## src/rtl/mem_access_unit_pkg.sv

```systemverilog
// Shared pipeline definitions for the M1->M2 memory access stage.
// Latency: n/a (types, constants and pure functions only).
// Backpressure: n/a.
package mem_access_unit_pkg;

    // result_src encodings seen by the memory stage
    localparam logic [1:0] RES_ALU  = 2'b00;
    localparam logic [1:0] RES_LOAD = 2'b01;

    // access size codes taken from funct3[1:0]
    localparam logic [1:0] SZ_BYTE = 2'b00;
    localparam logic [1:0] SZ_HALF = 2'b01;
    localparam logic [1:0] SZ_WORD = 2'b10;

    typedef enum logic {
        ST_IDLE,
        ST_WAIT_RSP
    } state_e;

    // The unused 2'b11 code behaves as a word access.
    function automatic logic [1:0] size_norm(input logic [1:0] code);
        return (code == 2'b11) ? SZ_WORD : code;
    endfunction

    // Byte lanes touched by an access of the given size at the given offset.
    function automatic logic [3:0] byte_en(input logic [1:0] size, input logic [1:0] off);
        logic [3:0] be;
        case (size)
            SZ_BYTE: be = 4'b0001 << off;
            SZ_HALF: be = 4'b0011 << off;
            default: be = 4'b1111;
        endcase
        return be;
    endfunction

endpackage

```

## src/rtl/mem_access_unit_if.sv

```systemverilog
// Data memory request/response bundle between the memory stage and the memory.
// Latency: n/a (wires only).
// Backpressure: request held by master until req_ready; response is not backpressured.
interface mem_access_unit_if;
    logic        dmem_req_valid;
    logic        dmem_req_ready;
    logic        dmem_req_we;
    logic [31:0] dmem_req_addr;
    logic [31:0] dmem_req_wdata;
    logic [3:0]  dmem_req_be;
    logic        dmem_rsp_valid;
    logic [31:0] dmem_rsp_rdata;

    modport master (
        output dmem_req_valid, dmem_req_we, dmem_req_addr, dmem_req_wdata, dmem_req_be,
        input  dmem_req_ready, dmem_rsp_valid, dmem_rsp_rdata
    );

    modport slave (
        input  dmem_req_valid, dmem_req_we, dmem_req_addr, dmem_req_wdata, dmem_req_be,
        output dmem_req_ready, dmem_rsp_valid, dmem_rsp_rdata
    );
endinterface

```

## src/rtl/mem_access_unit_load_extend.sv

```systemverilog
// Selects the addressed byte/half of a load response word and sign/zero extends it.
// Latency: combinational.
// Backpressure: none.
module load_extend
    import mem_access_unit_pkg::*;
(
    input  logic [31:0] rdata,
    input  logic [1:0]  off,
    input  logic [1:0]  size,
    input  logic        is_unsigned,
    output logic [31:0] data
);

    logic [7:0]  byte_sel;
    logic [15:0] half_sel;

    // pick the lane addressed by the low address bits
    always_comb begin
        case (off)
            2'd0:    byte_sel = rdata[7:0];
            2'd1:    byte_sel = rdata[15:8];
            2'd2:    byte_sel = rdata[23:16];
            default: byte_sel = rdata[31:24];
        endcase
        half_sel = off[1] ? rdata[31:16] : rdata[15:0];
    end

    // extend to 32 bits according to size and signedness
    always_comb begin
        case (size)
            SZ_BYTE: data = {{24{byte_sel[7] & ~is_unsigned}}, byte_sel};
            SZ_HALF: data = {{16{half_sel[15] & ~is_unsigned}}, half_sel};
            default: data = rdata;
        endcase
    end

endmodule

```

## src/rtl/mem_access_unit.sv

```systemverilog
// M1->M2 memory stage: issues aligned loads/stores to data memory and registers the M2 stage.
// Latency: non-memory 1 cycle, store >=1 cycle, load >=2 cycles (request + response).
// Backpressure: stall_m1 held while waiting for req_ready or the load response; bubbles go to M2.
module mem_access_unit
    import mem_access_unit_pkg::*;
(
    input  logic                    clk,
    input  logic                    rst,
    input  logic                    reg_write_m1,
    input  logic                    mem_write_m1,
    input  logic [1:0]              result_src_m1,
    input  logic [2:0]              funct3_m1,
    input  logic [31:0]             alu_result_m1,
    input  logic [31:0]             write_data_m1,
    input  logic [31:0]             pc_plus4_m1,
    input  logic [4:0]              rd_m1,
    mem_access_unit_if.master       dmem,
    output logic                    stall_m1,
    output logic                    misalign_err,
    output logic                    reg_write_m2,
    output logic [1:0]              result_src_m2,
    output logic [31:0]             alu_result_m2,
    output logic [31:0]             read_data_m2,
    output logic [4:0]              rd_m2,
    output logic [31:0]             pc_plus4_m2
);

    state_e      state;
    state_e      state_nxt;
    logic        is_load;
    logic        mem_op;
    logic [1:0]  size;
    logic [1:0]  off;
    logic        misaligned;
    logic        req_vld;
    logic        complete;
    logic        misalign_now;
    logic        load_done;
    logic [31:0] store_dat;
    logic [31:0] load_dat;

    assign is_load    = (result_src_m1 == RES_LOAD);
    assign mem_op     = is_load | mem_write_m1;
    assign size       = size_norm(funct3_m1[1:0]);
    assign off        = alu_result_m1[1:0];
    assign misaligned = ((size == SZ_HALF) && off[0]) || ((size == SZ_WORD) && (off != 2'b00));

    // next state, request valid and completion of the M1 instruction
    always_comb begin
        state_nxt = state;
        req_vld   = 1'b0;
        complete  = 1'b0;
        case (state)
            ST_IDLE: begin
                if (!mem_op || misaligned) begin
                    complete = 1'b1;
                end else begin
                    req_vld = 1'b1;
                    if (dmem.dmem_req_ready) begin
                        if (is_load) begin
                            state_nxt = ST_WAIT_RSP;
                        end else begin
                            complete = 1'b1;
                        end
                    end
                end
            end
            ST_WAIT_RSP: begin
                if (dmem.dmem_rsp_valid) begin
                    complete  = 1'b1;
                    state_nxt = ST_IDLE;
                end
            end
            default: state_nxt = ST_IDLE;
        endcase
    end

    // store lane replication so the memory can pick lanes by byte enable alone
    always_comb begin
        case (size)
            SZ_BYTE: store_dat = {4{write_data_m1[7:0]}};
            SZ_HALF: store_dat = {2{write_data_m1[15:0]}};
            default: store_dat = write_data_m1;
        endcase
    end

    // reset drops the request in the same cycle it is asserted
    assign dmem.dmem_req_valid = req_vld & ~rst;
    assign dmem.dmem_req_we    = mem_write_m1;
    assign dmem.dmem_req_addr  = {alu_result_m1[31:2], 2'b00};
    assign dmem.dmem_req_wdata = store_dat;
    assign dmem.dmem_req_be    = byte_en(size, off);

    assign stall_m1     = mem_op & ~complete;
    assign misalign_now = (state == ST_IDLE) & mem_op & misaligned;
    assign load_done    = (state == ST_WAIT_RSP);

    load_extend u_load_extend (
        .rdata       (dmem.dmem_rsp_rdata),
        .off         (off),
        .size        (size),
        .is_unsigned (funct3_m1[2]),
        .data        (load_dat)
    );

    // FSM state register
    always_ff @(posedge clk) begin
        if (rst) begin
            state <= ST_IDLE;
        end else begin
            state <= state_nxt;
        end
    end

    // M2 stage: completed instruction, or a bubble on every stall cycle
    always_ff @(posedge clk) begin
        if (rst) begin
            reg_write_m2  <= 1'b0;
            result_src_m2 <= 2'b00;
            alu_result_m2 <= 32'h0;
            read_data_m2  <= 32'h0;
            rd_m2         <= 5'd0;
            pc_plus4_m2   <= 32'h0;
            misalign_err  <= 1'b0;
        end else if (complete) begin
            reg_write_m2  <= reg_write_m1 & ~misalign_now;
            result_src_m2 <= result_src_m1;
            alu_result_m2 <= alu_result_m1;
            read_data_m2  <= load_done ? load_dat : 32'h0;
            rd_m2         <= rd_m1;
            pc_plus4_m2   <= pc_plus4_m1;
            misalign_err  <= misalign_now;
        end else begin
            reg_write_m2  <= 1'b0;
            result_src_m2 <= 2'b00;
            alu_result_m2 <= 32'h0;
            read_data_m2  <= 32'h0;
            rd_m2         <= 5'd0;
            pc_plus4_m2   <= 32'h0;
            misalign_err  <= 1'b0;
        end
    end

endmodule

```

## src/flat_wrapper.sv

```systemverilog
// flat-port wrapper written by rule: the top's interface ports become plain ports
module mem_access_unit_flat import mem_access_unit_pkg::*;
  (clk, rst, reg_write_m1, mem_write_m1, result_src_m1, funct3_m1, alu_result_m1, write_data_m1, pc_plus4_m1, rd_m1, stall_m1, misalign_err, reg_write_m2, result_src_m2, alu_result_m2, read_data_m2, rd_m2, pc_plus4_m2, dmem_dmem_req_valid, dmem_dmem_req_we, dmem_dmem_req_addr, dmem_dmem_req_wdata, dmem_dmem_req_be, dmem_dmem_req_ready, dmem_dmem_rsp_valid, dmem_dmem_rsp_rdata);
  mem_access_unit_if dmem_i ();
  input  logic clk;
  input  logic rst;
  input  logic reg_write_m1;
  input  logic mem_write_m1;
  input  logic [1:0] result_src_m1;
  input  logic [2:0] funct3_m1;
  input  logic [31:0] alu_result_m1;
  input  logic [31:0] write_data_m1;
  input  logic [31:0] pc_plus4_m1;
  input  logic [4:0] rd_m1;
  output logic stall_m1;
  output logic misalign_err;
  output logic reg_write_m2;
  output logic [1:0] result_src_m2;
  output logic [31:0] alu_result_m2;
  output logic [31:0] read_data_m2;
  output logic [4:0] rd_m2;
  output logic [31:0] pc_plus4_m2;
  output wire logic [$bits(dmem_i.dmem_req_valid)-1:0] dmem_dmem_req_valid;
  output wire logic [$bits(dmem_i.dmem_req_we)-1:0] dmem_dmem_req_we;
  output wire logic [$bits(dmem_i.dmem_req_addr)-1:0] dmem_dmem_req_addr;
  output wire logic [$bits(dmem_i.dmem_req_wdata)-1:0] dmem_dmem_req_wdata;
  output wire logic [$bits(dmem_i.dmem_req_be)-1:0] dmem_dmem_req_be;
  input wire logic [$bits(dmem_i.dmem_req_ready)-1:0] dmem_dmem_req_ready;
  input wire logic [$bits(dmem_i.dmem_rsp_valid)-1:0] dmem_dmem_rsp_valid;
  input wire logic [$bits(dmem_i.dmem_rsp_rdata)-1:0] dmem_dmem_rsp_rdata;
  assign dmem_dmem_req_valid = dmem_i.dmem_req_valid;
  assign dmem_dmem_req_we = dmem_i.dmem_req_we;
  assign dmem_dmem_req_addr = dmem_i.dmem_req_addr;
  assign dmem_dmem_req_wdata = dmem_i.dmem_req_wdata;
  assign dmem_dmem_req_be = dmem_i.dmem_req_be;
  assign dmem_i.dmem_req_ready = dmem_dmem_req_ready;
  assign dmem_i.dmem_rsp_valid = dmem_dmem_rsp_valid;
  assign dmem_i.dmem_rsp_rdata = dmem_dmem_rsp_rdata;
  mem_access_unit u_core (.clk(clk), .rst(rst), .reg_write_m1(reg_write_m1), .mem_write_m1(mem_write_m1), .result_src_m1(result_src_m1), .funct3_m1(funct3_m1), .alu_result_m1(alu_result_m1), .write_data_m1(write_data_m1), .pc_plus4_m1(pc_plus4_m1), .rd_m1(rd_m1), .dmem(dmem_i), .stall_m1(stall_m1), .misalign_err(misalign_err), .reg_write_m2(reg_write_m2), .result_src_m2(result_src_m2), .alu_result_m2(alu_result_m2), .read_data_m2(read_data_m2), .rd_m2(rd_m2), .pc_plus4_m2(pc_plus4_m2));
endmodule
```

## config.mk

```make
export PLATFORM = sky130hd
export DESIGN_NAME = mem_access_unit_flat
export DESIGN_NICKNAME = d
export VERILOG_FILES = /design/src/rtl/mem_access_unit_pkg.sv /design/src/rtl/mem_access_unit_if.sv /design/src/rtl/mem_access_unit_load_extend.sv /design/src/rtl/mem_access_unit.sv /design/src/flat_wrapper.sv
export SDC_FILE = /design/constraint.sdc
export NUM_CORES = 1
export LEC_CHECK = 0
export CORE_MARGIN = 5
export CORE_UTILIZATION = 37
export CTS_CLUSTER_DIAMETER = 100
export CTS_CLUSTER_SIZE = 25
export DETAILED_ROUTE_END_ITERATION = 7
export PLACE_DENSITY = 0.78
export SYNTH_ARGS = -nofsm -noshare
export SYNTH_HDL_FRONTEND = slang
export SYNTH_SLANG_ARGS = --single-unit
export TNS_END_PERCENT = 1
```

## constraint.sdc

```tcl
create_clock -name clk -period 1.7 [get_ports clk]
set_input_delay 0.255 -clock clk [delete_from_list [all_inputs] [get_ports clk]]
set_output_delay 0.255 -clock clk [all_outputs]
set_load 0.05 [all_outputs]
```

Word level (Yosys, flattened, before mapping) --
Cells that the tools add are included.
Word-level totals: bits in registers 106, output and inout port bits 176, logic and storage cells 57
Cells by class: eq/ne operators 6, shift-type cells 2, multiplexer cells 18, bitwise logic cells 13, reduce and logical (&&, ||, !) cells 10
Operators with widths (number):
- 32-bit case mux with 2 select lines | 2
- 8-bit case mux with 3 select lines | 1
- 16-bit two-way mux | 1
- 1-bit two-way mux | 10
- 4-bit case mux with 2 select lines | 1
- 1-bit AND | 7
- 2-bit by 1-bit == test with 1-bit output (second input constant) | 3
- 2-bit == test (second input constant) | 3
- 1-bit NOT | 5
- 2-bit zero test | 2
- 1-bit case mux with 2 select lines | 2
- 1-bit by 2-bit left shift with 4-bit output (first input constant) | 1
- 2-bit by 2-bit left shift with 4-bit output (first input constant) | 1
- 3-bit OR reduction | 1
- 1-bit logical AND | 2
- 1-bit logical OR | 2
- 2-bit two-way mux | 1
- 2-bit nonzero test | 1
- 2-bit OR reduction | 1
- 1-bit zero test | 1
- 1-bit OR | 1

Depth between registers and ports, before layout --
Gate-level depths: netlist of run 1.
depth in word-level cells 10, mapped depth 6

Hierarchy --
A second synthesis of run 1 with hierarchy kept.
Unflattened totals: cells, all modules 541, area, all modules 5019.8 um2
Modules (own cells, without submodules):
- mem_access_unit | times used 1, cells an instance 426, area each 4174.0 um2, sequential area each 2122.0 um2
- load_extend | times used 1, cells an instance 115, area each 845.8 um2, sequential area each 0.0 um2

Worst setup path after synthesis of run 1 --
OpenSTA, ideal clock, no wires.
path type input to output, from input port funct3_m1[0], to output port dmem_dmem_req_wdata[24], arrival 1.950 ns, path slack -0.505 ns, stages 4, buffers on the path 2, cells stage by stage clkbuf_1 > buf_2 > mux2i_1 > o21ai_0
On the way: cells in the longest elaborated chain, start to end 4, elaborated cells between the ends (all ways) 5
RTL lines:
- start: declaration | RTL line flat_wrapper.sv:10 | input logic [2:0] funct3_m1;
- 2-bit == test | RTL line mem_access_unit_pkg.sv:22 | return (code == 2'b11) ? SZ_WORD : code;
- 2-bit two-way mux * | RTL line mem_access_unit_pkg.sv:22
- 2-bit by 1-bit == test with 1-bit output / 2-bit zero test (equally long branches) | RTL line mem_access_unit.sv:80 | case (size)
- 32-bit case mux with 2 select lines * | RTL line mem_access_unit.sv:80
- end: declaration | RTL line flat_wrapper.sv:26 | output wire logic [$bits(dmem_i.dmem_req_wdata)-1:0] dmem_dmem_req_wdata;
Mark *: on every way between the ends. The rest lies on a longest branch, timed or not.

Worst setup path after layout of run 1 --
from input port dmem_dmem_req_ready, to output port stall_m1
On the way: cells in the longest elaborated chain, start to end 5
RTL lines:
- start: declaration | RTL line flat_wrapper.sv:28 | input wire logic [$bits(dmem_i.dmem_req_ready)-1:0] dmem_dmem_req_ready;
- 1-bit two-way mux | RTL line mem_access_unit.sv:59 | if (dmem.dmem_req_ready) begin
- 1-bit two-way mux | RTL line mem_access_unit.sv:55 | if (!mem_op || misaligned) begin
- 1-bit case mux with 2 select lines | RTL line mem_access_unit.sv:53 | case (state)
- 1-bit NOT | RTL line mem_access_unit.sv:94 | assign stall_m1 = mem_op & ~complete;
- 1-bit AND | RTL line mem_access_unit.sv:94
- end: declaration | RTL line flat_wrapper.sv:15 | output logic stall_m1;
No other way between the ends.

==> metrics, run 1 <==
DP Cell Count=~1000; die height=~130 microns; cell row count=42; run status=finished, final reports clean; Port Buffers=~320; required time of the critical path=between 1000 and 1500 ps; fin cells=1013; clk sinks=between 100 and 150; CP Cell Sequence=clkdlybuf4s50_1 -> a22oi_2 -> o211a_1 -> buf_12; Fin Clk Skew=about 10 ps; Syn Area/Cell=9.07 sq um; unrepaired setup endpoints after global routing=false; CTS Root Cell=clkbuf_16; main combinational cell family by area after synthesis=compound AO/OA/AOI/OAI gates; Iteration-0 DRC Markers=about 300; Slew @ Worst Pin=around 550 ps; hold depth=3; Worst R2R End=u_core.read_data_m2[23]; Clock Path Buffers=2; Hold Buf Count CTS=0; global routing usage on met2=between 40% and 50%; Clock Latency Late Sink=350 ps; Area Growth Syn to Fin=79.3%; synth top area cells=dfxtp_1 (43%), a211oi_1 (9.9%), buf_4 (6.3%), inv_1 (5.7%), mux2_2 (5.5%); sequential cell area fraction in the yosys report=between 40% and 50%; Finish-stage setup viols=0; total track usage=between 20 and 25%; critical path class=input pin to output port; total number of vias=roughly 5000; total grt overflow=0; most frequent cell after synthesis=dfxtp_1; num ports=between 300 and 400; number of diodes=0; routed vias/inst=between 4 and 5; post-synth top area cell=dfxtp_1; GP Congestion=approximately 0.91; synthesized area=4910 sq um; post-route design area=8800 sq um; final hold viol count=0; post-route ant nets=0; Slew headroom=between 60% and 70%; Critical Path End Type=output port; global-route wire length before repair=about 28000 microns; Post-synth EDFFs=0; pin count of the biggest net entering global routing=63; PwrDens=roughly 820 nW/um^2; crit path max fanout=4; R2R setup slack=270 ps; Max Cap Viol=0; Cells after Synth=around 540; Fmax=between 600 and 700 MHz; initial antenna violation count=0; DIE WIDTH=around 130 microns; Layout Nets=just under 1000; # fillers=a little over 1000; GR peak layer=met2; TritonCTS clock tree=done; WHS=around 200 ps; Yosys warnings=0; number of remaining DRC errors=0; Yosys cell types=38; Post-Synth Simple-Gate Area=7.42%; crit path DAT=approximately 1400 ps; synth cell count leaders=dfxtp_1 (106), inv_1 (74), a211oi_1 (65), buf_4 (41), nand2_1 (38); VDD IR max=0.000608 V; top_reg_cell synth=dfxtp_1; Core ar.=approximately 13000 sq um; asr flop ratio synth=0%; Reg2Reg Depth=4; Hold Path Class=input pin to flop; Seq cells post-synth=about 110; H-Tree Depth=3; post-route clock period utilization=a little over nine tenths; Adder-Cell Fraction of Synth Area=0%; number of global-route vias before repair=roughly 5300; Detail Placement HPWL=about 14000 microns; routed wire length=approximately 18000 microns; min Tclk post-route=about 1600 ps; XOR/XNOR share of the synthesized area=0%; DIE AREA=approximately 16000 sq um; CP startpoint kind=input pin; top-area cell type share of the netlist area=between 40% and 50%; Synth Area in Compound Gates=roughly a quarter; CP max-delay cell=clkdlybuf4s50_1; WL/cell=17.6 microns; met1 Use GR=about 23%; multiplexer share of the synthesized area=about 7.3%; Crit Reg-Reg Startpoint=u_core.load_done; placed cell area=~8500 sq um; max-slew violations=0; met3 Usage GRT=roughly 6%; Starting Density=between 30% and 40%; Max stage delay on crit path=between 600 and 700 ps; Pre-antenna DRT Iters=5; Leakage=around 4.0 nW; HP Start=result_src_m1[1]; Min-Delay Endpoint=u_core.result_src_m2[1]; CTS clk-pin slew, worst paths=~70 ps; share of layout cells above drive strength 1=roughly a third; TritonCTS buffer count=9
[placed cells by master, fill, tap and decap left out, types with 10 or more instances in the layout]
cell type,n
o21ai_0,14
a311oi_1,17
dfxtp_1,106
nand2_1,38
a211oi_2,10
a211oi_1,65
clkdlybuf4s50_1,136
a21oi_1,25
buf_4,160
inv_1,74
mux2_2,24
buf_12,60
[area by class of cell]
cell class | instances | area (sq um) | share of cell area (%)
inverter | 74 | 278 | 3.16
sequential | 106 | 2120 | 24.1
clock inverter | 6 | 72.6 | 0.825
timing repair buffer | 369 | 3870 | 44.1
clock buffer | 10 | 239 | 2.72
tap | 176 | 220 | 2.50
multi-input combinational | 272 | 1990 | 22.6
[per-stage QoR]
step / worst slack (ps) / total power [mW] / utilization [%] / TNS [ps]
global route: 15.0 / 7.49 / 67.0 / 0
floorplan: -249 / 4.03 / - / -1620
CTS: -11.1 / 7.27 / 67.0 / -11.1
detailed placement: -308 / 5.12 / 64.5 / -29800
finish: 74.5 / 7.23 / 67.0 / 0
global placement: -298 / 5.08 / 64.5 / -25330
[how the worst max path moves through the flow]
stage,from,to,cells after the start
2_1_floorplan,funct3_m1[1],dmem_dmem_req_valid,4
3_3_place_gp,funct3_m1[0],dmem_dmem_req_wdata[14],5
3_5_place_dp,funct3_m1[0],dmem_dmem_req_wdata[9],5
4_1_cts,result_src_m1[1],dmem_dmem_req_valid,5
5_1_grt,funct3_m1[1],dmem_dmem_req_wdata[10],5
6_report,dmem_dmem_req_ready,stall_m1,4
[critical path, delay by kind of cell]
| kind | cells | cell delay, ps |
|---|---|---|
| compound gates | 2 | 350 |
| buf+inv | 2 | 760 |
[power breakdown]
group / switching, mW / internal, mW / leakage, nW
logic: 1.40 / 1.03 / 2.95
clock network: 0.972 / 1.20 / 0.155
registers: 0.0325 / 2.59 / 0.872
total: 2.40 / 4.82 / 3.97
[logic make-up after synthesis]
family	count (synthesis)
other cells	1
buf+inv	164
simple gates	71
mux	33
compound gates	166
flops	106
[state kept, by name, indices dropped and copies added (netlist names)]
| name | count |
|---|---|
| u_core.alu_result_m2 | 32 |
| u_core.pc_plus4_m2 | 32 |
| u_core.read_data_m2 | 32 |
| u_core.rd_m2 | 5 |
| u_core.result_src_m2 | 2 |
| u_core.load_done | 1 |
| u_core.misalign_err | 1 |
| u_core.reg_write_m2 | 1 |
[timing repair]
action | 4_1_cts | 5_1_grt
gates cloned | 0 | 0
gates resized for setup | 18 | 3
endpoints found under the setup margin | 26 | 3
setup buffers | 1 | 0
pin swaps | 3 | 2
[per-layer routing]
| metal | part of all wire [%] | up-vias | wire length [microns] |
|---|---|---|---|
| li1 | - | 2408 | - |
| met1 | 35 | 2310 | 6260 |
| met2 | 54 | 264 | 9660 |
| met3 | 8.3 | 27 | 1470 |
| met4 | 2.2 | 0 | 396 |
| met5 | 0 | - | 0 |
(Power assumes the default switching activity.)
==> run 2: changes to the inputs <==
Settings changed: CTS_CLUSTER_SIZE 25 to 28, SLEW_MARGIN from default to 10.
==> results of run 2 <==
Final layout, timing and power as in run 1 (identical DEF).
==> run 3: changes to the inputs <==
Settings changed: SLEW_MARGIN 10 to 20.
==> results of run 3 <==
Final layout, timing and power as in run 1 (identical DEF).
